==> config.mk <==
export PLATFORM = sky130hd
export DESIGN_NAME = data_mem_responder
export DESIGN_NICKNAME = d
export VERILOG_FILES = /design/src/rtl/data_mem_responder_pkg.sv /design/src/rtl/data_mem_responder_load_formatter.sv /design/src/rtl/data_mem_responder.sv
export SDC_FILE = /design/constraint.sdc
export NUM_CORES = 1
export LEC_CHECK = 0
export ABC_CLOCK_PERIOD_IN_PS = 4300
export BUFFER_PORTS_ARGS = -buffer_cell sky130_fd_sc_hd__buf_2
export CAP_MARGIN = 20
export CORE_MARGIN = 3
export CORE_UTILIZATION = 35
export DETAILED_ROUTE_END_ITERATION = 12
export HOLD_SLACK_MARGIN = 0.02
export RECOVER_POWER = 25
export SYNTH_ARGS = -nofsm -noshare
export SYNTH_HDL_FRONTEND = slang
export SYNTH_HIERARCHICAL = 1
export SYNTH_SLANG_ARGS = --single-unit
==> constraint.sdc <==
create_clock -name clk -period 4.3 [get_ports clk]
set_clock_uncertainty 0.1 [all_clocks]
set_input_delay 0.215 -clock clk [delete_from_list [all_inputs] [get_ports clk]]
set_output_delay 0.215 -clock clk [all_outputs]
set_load 0.02 [all_outputs]
==> src/rtl/data_mem_responder_pkg.sv <==
// ============================================================================
// Module      : data_mem_responder_pkg
// Description : Shared encodings for the data memory responder: access size,
//               load extension, FSM states, byte-lane masks and the lane-mask
//               helper. Optional build macro used by the top:
//               MEM_MISALIGN_TRAP_EN.
// Revision    : 1.0 - initial release
// ============================================================================
`default_nettype none

package data_mem_responder_pkg;

  // Access size, matching the CPU memDataSize encoding
  localparam logic [1:0] MEM_SIZE_WORD = 2'd0;
  localparam logic [1:0] MEM_SIZE_HALF = 2'd1;
  localparam logic [1:0] MEM_SIZE_BYTE = 2'd2;
  localparam logic [1:0] MEM_SIZE_INV  = 2'd3;

  // Load extension, matching the CPU memBitExtend encoding
  localparam logic MEM_EXT_SIGN = 1'b0;
  localparam logic MEM_EXT_ZERO = 1'b1;

  // Byte-lane masks (bit i enables bits [8i+7:8i])
  localparam logic [3:0] LANE_NONE    = 4'b0000;
  localparam logic [3:0] LANE_ALL     = 4'b1111;
  localparam logic [3:0] LANE_HALF_LO = 4'b0011;
  localparam logic [3:0] LANE_HALF_HI = 4'b1100;
  localparam logic [3:0] LANE_BYTE0   = 4'b0001;

  typedef enum logic [1:0] {
    ST_IDLE   = 2'd0,
    ST_ACCESS = 2'd1,
    ST_RESP   = 2'd2
  } state_e;

  // Lanes touched by an access of the given size at an (already aligned) offset
  function automatic logic [3:0] lane_mask(input logic [1:0] size, input logic [1:0] off);
    logic [3:0] m;
    m = LANE_NONE;
    case (size)
      MEM_SIZE_WORD: m = LANE_ALL;
      MEM_SIZE_HALF: m = off[1] ? LANE_HALF_HI : LANE_HALF_LO;
      MEM_SIZE_BYTE: m = LANE_BYTE0 << off;
      default:       m = LANE_NONE;
    endcase
    return m;
  endfunction

endpackage

`default_nettype wire

==> src/rtl/data_mem_responder_load_formatter.sv <==
// ============================================================================
// Module      : data_mem_responder_load_formatter
// Description : Combinational load formatter. Selects the addressed lane(s)
//               of a RAM word and sign- or zero-extends them to 32 bits.
// Revision    : 1.0 - initial release
// ============================================================================
`default_nettype none

module data_mem_responder_load_formatter
  import data_mem_responder_pkg::*;
(
  input  logic [31:0] rdata_i,
  input  logic [1:0]  off_i,
  input  logic [1:0]  size_i,
  input  logic        zext_i,
  output logic [31:0] data_o
);

  logic [7:0]  byte_sel;
  logic [15:0] half_sel;
  logic        fill;

  // Pick the addressed lane(s), then extend according to size and zext
  always_comb begin
    byte_sel = rdata_i[7:0];
    case (off_i)
      2'd0:    byte_sel = rdata_i[7:0];
      2'd1:    byte_sel = rdata_i[15:8];
      2'd2:    byte_sel = rdata_i[23:16];
      default: byte_sel = rdata_i[31:24];
    endcase
    half_sel = off_i[1] ? rdata_i[31:16] : rdata_i[15:0];
    fill     = 1'b0;
    data_o   = 32'd0;
    case (size_i)
      MEM_SIZE_WORD: data_o = rdata_i;
      MEM_SIZE_HALF: begin
        fill   = (zext_i == MEM_EXT_SIGN) & half_sel[15];
        data_o = {{16{fill}}, half_sel};
      end
      MEM_SIZE_BYTE: begin
        fill   = (zext_i == MEM_EXT_SIGN) & byte_sel[7];
        data_o = {{24{fill}}, byte_sel};
      end
      default: data_o = 32'd0;
    endcase
  end

endmodule

`default_nettype wire

==> src/rtl/data_mem_responder.sv <==
// ============================================================================
// Module      : data_mem_responder
// Description : One-at-a-time load/store responder in front of a synchronous
//               single-port word RAM with byte-lane write enables.
//               Build macro MEM_MISALIGN_TRAP_EN: when defined, misaligned
//               half/word requests are errors; otherwise the offending low
//               address bits are cleared and the access proceeds.
// Revision    : 1.0 - initial release
// ============================================================================
`default_nettype none

module data_mem_responder
  import data_mem_responder_pkg::*;
#(
  parameter int ADDR_W = 10
) (
  input  logic              clk,
  input  logic              rst_n,
  input  logic              req_valid,
  output logic              req_ready,
  input  logic              req_write,
  input  logic [31:0]       req_addr,
  input  logic [31:0]       req_wdata,
  input  logic [1:0]        req_size,
  input  logic              req_zext,
  output logic              resp_valid,
  output logic [31:0]       resp_rdata,
  output logic              resp_err,
  output logic              ram_en,
  output logic [3:0]        ram_we,
  output logic [ADDR_W-1:0] ram_addr,
  output logic [31:0]       ram_wdata,
  input  logic [31:0]       ram_rdata
);

  state_e state_q, state_d;

  logic [ADDR_W-1:0] idx_q,   idx_d;
  logic [3:0]        mask_q,  mask_d;
  logic [31:0]       wdata_q, wdata_d;
  logic [1:0]        size_q,  size_d;
  logic [1:0]        off_q,   off_d;
  logic              zext_q,  zext_d;
  logic              write_q, write_d;
  logic              err_q,   err_d;

  logic        new_err;
  logic [1:0]  new_off;
  logic [31:0] fmt_data;

  // Address bits above the RAM index are intentionally ignored
  logic unused_addr_hi;
  assign unused_addr_hi = ^req_addr[31:ADDR_W+2];

  // Classify an incoming request and derive its effective lane offset
  always_comb begin
`ifdef MEM_MISALIGN_TRAP_EN
    new_off = req_addr[1:0];
    new_err = (req_size == MEM_SIZE_INV) ||
              ((req_size == MEM_SIZE_HALF) && req_addr[0]) ||
              ((req_size == MEM_SIZE_WORD) && (req_addr[1:0] != 2'd0));
`else
    new_err = (req_size == MEM_SIZE_INV);
    case (req_size)
      MEM_SIZE_WORD: new_off = 2'd0;
      MEM_SIZE_HALF: new_off = {req_addr[1], 1'b0};
      default:       new_off = req_addr[1:0];
    endcase
`endif
  end

  // Capture the request when it is accepted in IDLE, otherwise hold
  always_comb begin
    idx_d   = idx_q;
    mask_d  = mask_q;
    wdata_d = wdata_q;
    size_d  = size_q;
    off_d   = off_q;
    zext_d  = zext_q;
    write_d = write_q;
    err_d   = err_q;
    if ((state_q == ST_IDLE) && req_valid) begin
      idx_d   = req_addr[ADDR_W+1:2];
      size_d  = req_size;
      off_d   = new_off;
      zext_d  = req_zext;
      write_d = req_write;
      err_d   = new_err;
      mask_d  = (req_write && !new_err) ? lane_mask(req_size, new_off) : LANE_NONE;
      wdata_d = 32'd0;
      if (req_write) begin
        case (req_size)
          MEM_SIZE_BYTE: wdata_d = {4{req_wdata[7:0]}};
          MEM_SIZE_HALF: wdata_d = {2{req_wdata[15:0]}};
          default:       wdata_d = req_wdata;
        endcase
      end
    end
  end

  // Request registers
  always_ff @(posedge clk or negedge rst_n) begin
    if (!rst_n) begin
      idx_q   <= '0;
      mask_q  <= LANE_NONE;
      wdata_q <= 32'd0;
      size_q  <= MEM_SIZE_WORD;
      off_q   <= 2'd0;
      zext_q  <= MEM_EXT_SIGN;
      write_q <= 1'b0;
      err_q   <= 1'b0;
    end else begin
      idx_q   <= idx_d;
      mask_q  <= mask_d;
      wdata_q <= wdata_d;
      size_q  <= size_d;
      off_q   <= off_d;
      zext_q  <= zext_d;
      write_q <= write_d;
      err_q   <= err_d;
    end
  end

  // FSM state register
  always_ff @(posedge clk or negedge rst_n) begin
    if (!rst_n) state_q <= ST_IDLE;
    else        state_q <= state_d;
  end

  // FSM next state: errors skip the RAM access entirely
  always_comb begin
    state_d = state_q;
    case (state_q)
      ST_IDLE:   if (req_valid) state_d = new_err ? ST_RESP : ST_ACCESS;
      ST_ACCESS: state_d = ST_RESP;
      ST_RESP:   state_d = ST_IDLE;
      default:   state_d = ST_IDLE;
    endcase
  end

  data_mem_responder_load_formatter u_fmt (
    .rdata_i (ram_rdata),
    .off_i   (off_q),
    .size_i  (size_q),
    .zext_i  (zext_q),
    .data_o  (fmt_data)
  );

  // FSM outputs: everything idles at zero outside its active state
  always_comb begin
    req_ready  = 1'b0;
    ram_en     = 1'b0;
    ram_we     = LANE_NONE;
    ram_addr   = '0;
    ram_wdata  = 32'd0;
    resp_valid = 1'b0;
    resp_err   = 1'b0;
    resp_rdata = 32'd0;
    case (state_q)
      ST_IDLE: req_ready = 1'b1;
      ST_ACCESS: begin
        ram_en    = 1'b1;
        ram_we    = mask_q;
        ram_addr  = idx_q;
        ram_wdata = wdata_q;
      end
      ST_RESP: begin
        resp_valid = 1'b1;
        resp_err   = err_q;
        if (!write_q && !err_q) resp_rdata = fmt_data;
      end
      default: ;
    endcase
  end

endmodule

`default_nettype wire

Word-level counts from Yosys, hierarchy flattened
Cells that the tools add are included.
{ "word_totals": {"regBits": 55, "out_inout_bits": 82, "wordCells": 54} }
{ "classes": {"n_eq_ne": 10, "shift": 1, "mux": 21, "bitwise": 3, "reduce_logical": 10} }
{ "ops": {"columns": ["cell", "count"], "rows": [
  ["two-way mux 32 bit", 4],
  ["one-hot mux 32 bit (3 select lines)", 1],
  ["one-hot mux 32 bit (2 select lines)", 1],
  ["one-hot mux 8 bit (3 select lines)", 1],
  ["two-way mux 16 bit", 1],
  ["two-way mux 4 bit", 3],
  ["one-hot mux 4 bit (3 select lines)", 1],
  ["== test 2 bit, second input constant", 5],
  ["two-way mux 10 bit", 1],
  ["== test 2 x 1 -> 1 bit, second input constant", 4],
  ["zero test 2 bit", 4],
  ["one-hot mux 2 bit (2 select lines)", 2],
  ["two-way mux 1 bit", 4],
  ["two-way mux 2 bit", 2],
  ["left shift 1 x 2 -> 4 bit, first input constant", 1],
  ["logical AND 1 bit", 3],
  ["zero test 1 bit", 3],
  ["AND 1 bit", 2],
  ["!= test 2 bit, second input constant", 1],
  ["inverter 1 bit", 1]
]} }

Longest topological paths before layout
Gate-level depths: netlist (run 1).
{ "depth": {"depth_word": 6, "mapped_depth": 7, "depth_no_buf": 5} }

Cells and area by module
The synthesis (run 1) kept the hierarchy.
{ "by_module_without_submodules": {"columns": ["module", "n_inst", "cells_per_inst", "area_each_um2"], "rows": [
  ["data_mem_responder", 1, 356, 3052.9],
  ["data_mem_responder_load_formatter", 1, 94, 782.0]
]} }

Least setup slack after synthesis (run 1)
Ideal clock, no wire load.
{ "synth_timing": {"path_kind": "register to output", "from": "register off_q[0]", "to": "output port resp_rdata[15]", "t_arrival_ns": 1.894, "required_time_ns": 3.985, "slack_ns": 2.091, "path_stages_with_launch": 8, "path_cell_list": "dfrtp_1 -> buf_6 -> mux2i_1 -> or3b_4 -> a211oi_4 -> buf_6 -> o21bai_1 -> and2_1"} }
{ "synth_via": {"elab_chain_len": 6, "word_cells_on_any_way": 8, "cone_classes": "eq/ne: 2; mux: 4; bitwise: 1; reduce/logical: 1"} }
{ "synth_rtl": {"columns": ["element", "line_no", "source"], "rows": [
  ["start: declaration", "data_mem_responder.sv:42", "logic [1:0] off_q, off_d;"],
  ["start signal: assignment", "data_mem_responder.sv:108", "off_q <= 2'd0;"],
  ["start signal: assignment", "data_mem_responder.sv:117", "off_q <= off_d;"],
  ["== test 2 bit (tied with other cells)", "data_mem_responder_load_formatter.sv:26", "case (off_i)"],
  ["one-hot mux 8 bit (3 select lines) *", "data_mem_responder_load_formatter.sv:26", null],
  ["AND 1 bit *", "data_mem_responder_load_formatter.sv:42", "fill = (zext_i == MEM_EXT_SIGN) & byte_sel[7];"],
  ["one-hot mux 32 bit (3 select lines) *", "data_mem_responder_load_formatter.sv:35", "case (size_i)"],
  ["via fmt_data[15]", "data_mem_responder.sv:49", "logic [31:0] fmt_data;"],
  ["two-way mux 32 bit *", "data_mem_responder.sv:170", "if (!write_q && !err_q) resp_rdata = fmt_data;"],
  ["two-way mux 32 bit *", "data_mem_responder.sv:159", "case (state_q)"],
  ["end: declaration", "data_mem_responder.sv:27", "output logic [31:0] resp_rdata,"]
]} }
Mark *: on every way through the listed nets, which the timed path passes. The rest lies on a longest branch.

Worst setup path in the final report (run 1)
{ "layout_timing": {"from": "register off_q[1]", "to": "output port resp_rdata[8]"} }
{ "layout_via": {"elab_chain_len": 6, "word_cells_on_any_way": 9, "cone_classes": "eq/ne: 2; mux: 5; bitwise: 1; reduce/logical: 1"} }
{ "layout_rtl": {"columns": ["element", "line_no"], "rows": [
  ["== test 2 bit (tied with other cells)", "data_mem_responder_load_formatter.sv:26"],
  ["one-hot mux 8 bit (3 select lines)", "data_mem_responder_load_formatter.sv:26"],
  ["AND 1 bit", "data_mem_responder_load_formatter.sv:42"],
  ["one-hot mux 32 bit (3 select lines) *", "data_mem_responder_load_formatter.sv:35"],
  ["via fmt_data[8]", "data_mem_responder.sv:49"],
  ["two-way mux 32 bit *", "data_mem_responder.sv:170"],
  ["two-way mux 32 bit *", "data_mem_responder.sv:159"]
]} }
Marks and branches as above.

==> out/results.tsv, run 1 <==
metric	value	unit
max cap viols	0	
CTS tree	built	
Via density	5.18	
CTS clk-pin slew, worst paths	0.10	ns
1st-iter DRT viols	197	
Comb pwr share	0.400	
Synth cell types	45	
outcome	finished clean	
CP Capture Type	primary output	
CTS max path bufs	2	
final setup margin	1.16	ns
final hold violations	0	
Yosys warning total	6	
worst r2r src	state_q[1]	
DP Wirelength	8310	um
switching pwr	634	uW
diode count	0	
IO buf count	164	
WS Path Type	flip-flop to primary output	
initial antenna violation count	0	
GR Overflow Total	0	
placeable core area	0.0105	mm^2
Initial Util	0.365	
largest net degree at the start of global routing	69	
flop-to-flop setup slack	2.08	ns
Syn Nets	557	
clock sinks	55	
CP max FO	24	
area leader, netlist	dfrtp_1	
Setup violations, final	0	
peak supply drop	0.199	mV
# IOs	185	
gr usage total	0.185	
Post-DRT Antenna Nets	0	
vias in the first global route	3871	
CTS root buf	clkbuf_8	
Max H-tree Level	2	
sequential share of power	0.420	
HP Class	primary input to flip-flop	
Placement Setup Slack	1.46	ns
P per Cell Area	340	mW/mm^2
layout cell share with drive strength beyond 1	0.328	
Final Net Count	712	
required time of the critical path	3.98	ns
sequential-to-total area share from yosys stat	0.359	
Worst-Margin Slew	0.938	ns
Mapped Area	0.00383	mm^2
Chip Height	111	um
Hold Startpoint	req_wdata[6]	
DR vias	3845	
power share of the clock group	0.180	
die width	111	um
fin. max-slew vios	0	
crit path time final	3.14	ns
Leak Pwr	2.72	nW
Critical path origin	off_q[1]	
Mapped Cells	450	
top post-synthesis cells by area	dfrtp_1 (36%), and2_1 (13%), nand2_1 (8.1%)	
TritonCTS buffer count	5	
die area	0.0122	mm^2
Rows	37	
Post-Route Setup TNS	0	ns
Skew-Pair Late Insertion Delay	0.30	ns
crit share post-route	0.731	
CP startpoint kind	flip-flop	
DRC	0	
Slew headroom	0.372	
RSZ-0062 raised after global routing	false	
first drt pass iteration count	5	
Post-Syn Area per Cell	8.52	um^2
total wire length	11700	um
wire per inst	15.8	um
Yosys top cell area share	0.359	
register bit total from synthesis	55	
CTS resizes	0	
first-pass GRT wire length	19200	um
global placer's final weighted congestion	0.857	
P&R area growth vs syn	29.2	%
Max Fclk	318	MHz
switching share of power	0.377	
CP Data Arrival Time	2.83	ns
Pint	1.05	mW
power by group through the flow:
stage	Clock, mW	Combinational, mW	Sequential [mW]
2_1_floorplan	0	0.505	0.666
3_3_place_gp	0	0.646	0.710
3_5_place_dp	0	0.662	0.715
4_1_cts	0.312	0.672	0.707
5_1_grt	0.333	0.749	0.723
6_report	0.303	0.674	0.706
cells in the final DEF, fill, tap and decap left out, types with 4 or more instances in the layout:
cell / instances
a221o_1: 7
and2_1: 79
mux2i_1: 16
o21ai_0: 20
nor2b_1: 9
nand2b_1: 5
dlygate4sd3_1: 12
a21oi_1: 10
nor2_1: 19
ha_1: 4
nand2_1: 83
a211o_1: 13
dfrtp_1: 55
mux4_1: 4
clkbuf_8: 6
a22oi_1: 8
a22o_1: 10
a31oi_1: 8
or2_2: 9
inv_1: 6
nand3_1: 13
buf_4: 6
buf_2: 164
a32o_1: 8
cell usage after synthesis:
master and n:
ha_1 4, nand3_1 13, or3b_4 1, a31oi_1 8, nor3b_2 1, o21bai_1 3, inv_1 6, a211o_2 3
o31ai_1 1, o21a_1 1, or4_1 1, or3b_1 1, a311o_1 2, a221o_1 7, nor2_1 19, nand2b_1 5
o211a_1 1, nor3b_1 1, or2_2 9, a22oi_1 8, nor4_2 1, clkinv_1 1, nand2_1 83, and2b_1 1
a22o_1 10, mux4_1 4, o21ai_0 20, clkbuf_1 22, a21boi_0 1, mux2i_1 16, buf_6 4, and2_1 79
nor3_1 1, buf_2 8, o21ai_1 3, o22ai_1 1, a21oi_1 10, buf_1 1, a211o_1 13, dfrtp_1 55
or3_4 1, nor2b_1 10, a32o_1 8, a211oi_4 1, nor2_4 1
final cells by class:
type,count,area (um^2)
Clock inverter,1,8.76
Timing Repair Buffer,183,1010
Inverter,7,26.3
Multi-Input combinational cell,353,2270
Clock buffer,7,86.3
Tap cell,136,170
Fill cell,1040,5550
Sequential cell,55,1380
per-layer routing:
layer / GRT usage / share of wire / up-vias
met1: 0.242 / 0.44 / 1827
li1: - / - / 1865
met5: 0 / 0 / -
met2: 0.318 / 0.48 / 141
met4: 0.0419 / 0.013 / 0
met3: 0.0344 / 0.061 / 12
flip-flops by register name, summed over array words and instances, names as in the netlist:
register	flops
err_q	1
idx_q	10
mask_q	4
off_q	2
size_q	2
state_q	2
wdata_q	32
write_q	1
zext_q	1
kinds of logic after synthesis:
group,after synthesis,share of synthesized area
compound gates,101,0.198
fa+ha+maj,4,0.0131
buf+inv,42,0.0515
flops,55,0.359
mux,20,0.0692
simple gates,228,0.310
per-stage QoR:
stage                     cells  hold slack [ns]  utilization  area, um^2  total power [mW]
final                       742           0.0720        0.471        4950              1.68
after global routing        742           0.0724        0.471        4950              1.81
after CTS                   741           0.0607        0.469        4930              1.69
after detailed placement    721            0.301        0.448        4710              1.38
after global placement      720            0.302        0.448        4700              1.36
after floorplan             450           -0.181            -        3830              1.17
worst paths after layout:
kind / to / depth (start not counted)
worst max register to register: wdata_q[19] / 4
worst min-delay path: wdata_q[6] / 3
worst min register to register: wdata_q[0] / 2
max in group asynchronous: wdata_q[3] / 3
min in group asynchronous: wdata_q[25] / 3
worst max-delay path: resp_rdata[8] / 5
repair_timing:
item                      CTS  global route
setup buffers               0             0
hold buffers               12             0
hold endpoints to repair   66             0
worst max-delay path, cell delays in order (launching register included):
cell      delay [ns]
dfrtp_1         0.88
or3b_4          0.48
a211oi_4        0.68
o21bai_1        0.21
and2_1          0.13
buf_2           0.15
Power figures use the tool's default switching activity.
==> run 2: changes to the inputs <==
--- a/config.mk
+++ b/config.mk
@@ -5,7 +5,7 @@
 export SDC_FILE = /design/constraint.sdc
 export NUM_CORES = 1
 export LEC_CHECK = 0
-export ABC_CLOCK_PERIOD_IN_PS = 4300
+export ABC_CLOCK_PERIOD_IN_PS = 3200
 export BUFFER_PORTS_ARGS = -buffer_cell sky130_fd_sc_hd__buf_2
 export CAP_MARGIN = 20
 export CORE_MARGIN = 3
==> constraint.sdc (replaced) <==
create_clock -name clk -period 3.2 [get_ports clk]
set_clock_uncertainty 0.1 [all_clocks]
set_input_delay 0.16 -clock clk [delete_from_list [all_inputs] [get_ports clk]]
set_output_delay 0.16 -clock clk [all_outputs]
set_load 0.02 [all_outputs]
==> run 2 against run 1 <==
  * The flow now finishes with violations (capacitance limit, slew limit)
  * Power increased by 46%
  * Register-to-register slack got worse by 0.80 ns
  * Clock-buffer cell count decreased by 2
  * Core utilization increased by 1.3 points
  * Sequential power increased by 30%
  * Critical path type unchanged
  * Critical endpoint is now resp_rdata[9]
==> out/results.tsv, run 2 (synthesized netlist as in run 1, its figures left out) <==
metric	value	unit
Skew-Pair Late Insertion Delay	0.31	ns
GR Overflow Total	0	
Inst Count DP	726	
slowest stage delay, CP	0.71	ns
largest net degree at the start of global routing	51	
Chip Height	111	um
P&R area growth vs syn	32.6	%
diode count	0	
CTS tree	built	
1st-iter DRT viols	236	
WS Path Type	flip-flop to primary output	
clock sinks	55	
most frequent cells in the layout	buf_2 (161), nand2_1 (83), and2_1 (79)	
CP startpoint kind	flip-flop	
layout cell share with drive strength beyond 1	0.330	
Placed Area	0.00474	mm^2
die width	111	um
Core Util, Final	0.484	
Slew headroom	-0.301	
Initial Util	0.365	
CTS resizes	0	
CTS max path bufs	2	
Setup violations, final	0	
vias in the first global route	4016	
CP max FO	19	
Max H-tree Level	2	
Worst path slowest cell	a211oi_4	
number of flip-flops in the largest register	32	
global placer's final weighted congestion	0.838	
Leak Pwr	2.78	nW
Placement Setup Slack	0.541	ns
Final Net Count	722	
hold slack final	0.0251	ns
first drt pass iteration count	5	
CP Data Arrival Time	2.77	ns
die area	0.0122	mm^2
Power Total	2.45	mW
total wire length	11900	um
final setup margin	0.174	ns
gr usage total	0.188	
DP Wirelength	8480	um
Post-DRT Antenna Nets	0	
CP Capture Type	primary output	
outcome	finished with violations	
failing checks	capacitance limit, slew limit	
# Post-CTS Setup Buffers	0	
HP Class	primary input to flip-flop	
required time of the critical path	2.94	ns
fin. max-slew vios	37	
Rows	37	
Non-Filler Instances	752	
placeable core area	0.0105	mm^2
Post-Route Setup TNS	0	ns
Max Fclk	330	MHz
wire per inst	15.9	um
max cap viols	1	
Largest regs	wdata_q: 32 flops, idx_q: 10 flops, mask_q: 4 flops	
fill count	1047	
Largest Register	wdata_q	
Via density	5.22	
DR vias	3927	
# IOs	185	
final hold violations	0	
P per Cell Area	482	mW/mm^2
TritonCTS buffer count	5	
post-route design area	0.00509	mm^2
most common library cell in the layout ignoring fill and taps	buf_2	
IO buf count	164	
RSZ-0062 raised after global routing	false	
initial antenna violation count	0	
CTS clk-pin slew, worst paths	0.10	ns
CTS root buf	clkbuf_8	
DRC	0	
crit share post-route	0.946	
peak supply drop	0.301	mV
crit path time final	3.03	ns
first-pass GRT wire length	19600	um
CP Cell Sequence	mux2i_1, or3b_4, a211oi_4, o21bai_1, and2_1, buf_2	
Worst-Margin Slew	1.95	ns
[run 2: per-layer routing]
layer	global-route usage	vias to the layer above	share of wire	wire length [um]
li1	-	1886	-	-
met1	0.240	1888	0.43	5090
met2	0.333	144	0.50	6020
met3	0.0366	9	0.062	739
met4	0.0320	0	0.0076	91
met5	0	-	0	0
[run 2: timing repair]
item / CTS / global route
setup endpoints to repair: 0 / 0
hold buffers: 15 / 1
endpoints found under the hold margin: 49 / 1
[run 2: layout make-up]
type	instances	area, um^2	area share
multi-input cells	353	2270	0.446
flip-flops and latches	55	1380	0.271
repair buffers	193	1100	0.217
well taps	136	170	0.0335
clock inverters	3	71.3	0.0140
clock buffers	5	68.8	0.0135
inverters	7	26.3	0.00517
[run 2: path summary, 6_finish.rpt]
| check | end | cells past startpoint | slack, ns | startpoint |
|---|---|---|---|---|
| setup / recovery | resp_rdata[9] | 6 | 0.17 | off_q[0] |
| hold / removal | state_q[1] | 3 | 0.03 | req_valid |
| hold reg to reg | wdata_q[1] | 2 | 0.37 | wdata_q[1] |
| max in group asynchronous | wdata_q[29] | 3 | 0.80 | rst_n |
| setup reg to reg | mask_q[3] | 4 | 1.28 | state_q[0] |
| min in group asynchronous | wdata_q[12] | 2 | 0.82 | rst_n |
[run 2: power breakdown]
part           switching [mW]  internal (mW)  leakage [nW]
sequential             0.0936          0.825         0.712
clock                   0.247          0.318        0.0703
combinational           0.538          0.430          2.00
[run 2: worst max-delay path, delay by kind of cell, from the launching register on]
family	cells	cell delay, ns
buf+inv	1	0.16
mux	1	0.17
flops	1	0.65
simple gates	2	0.54
compound gates	2	0.91
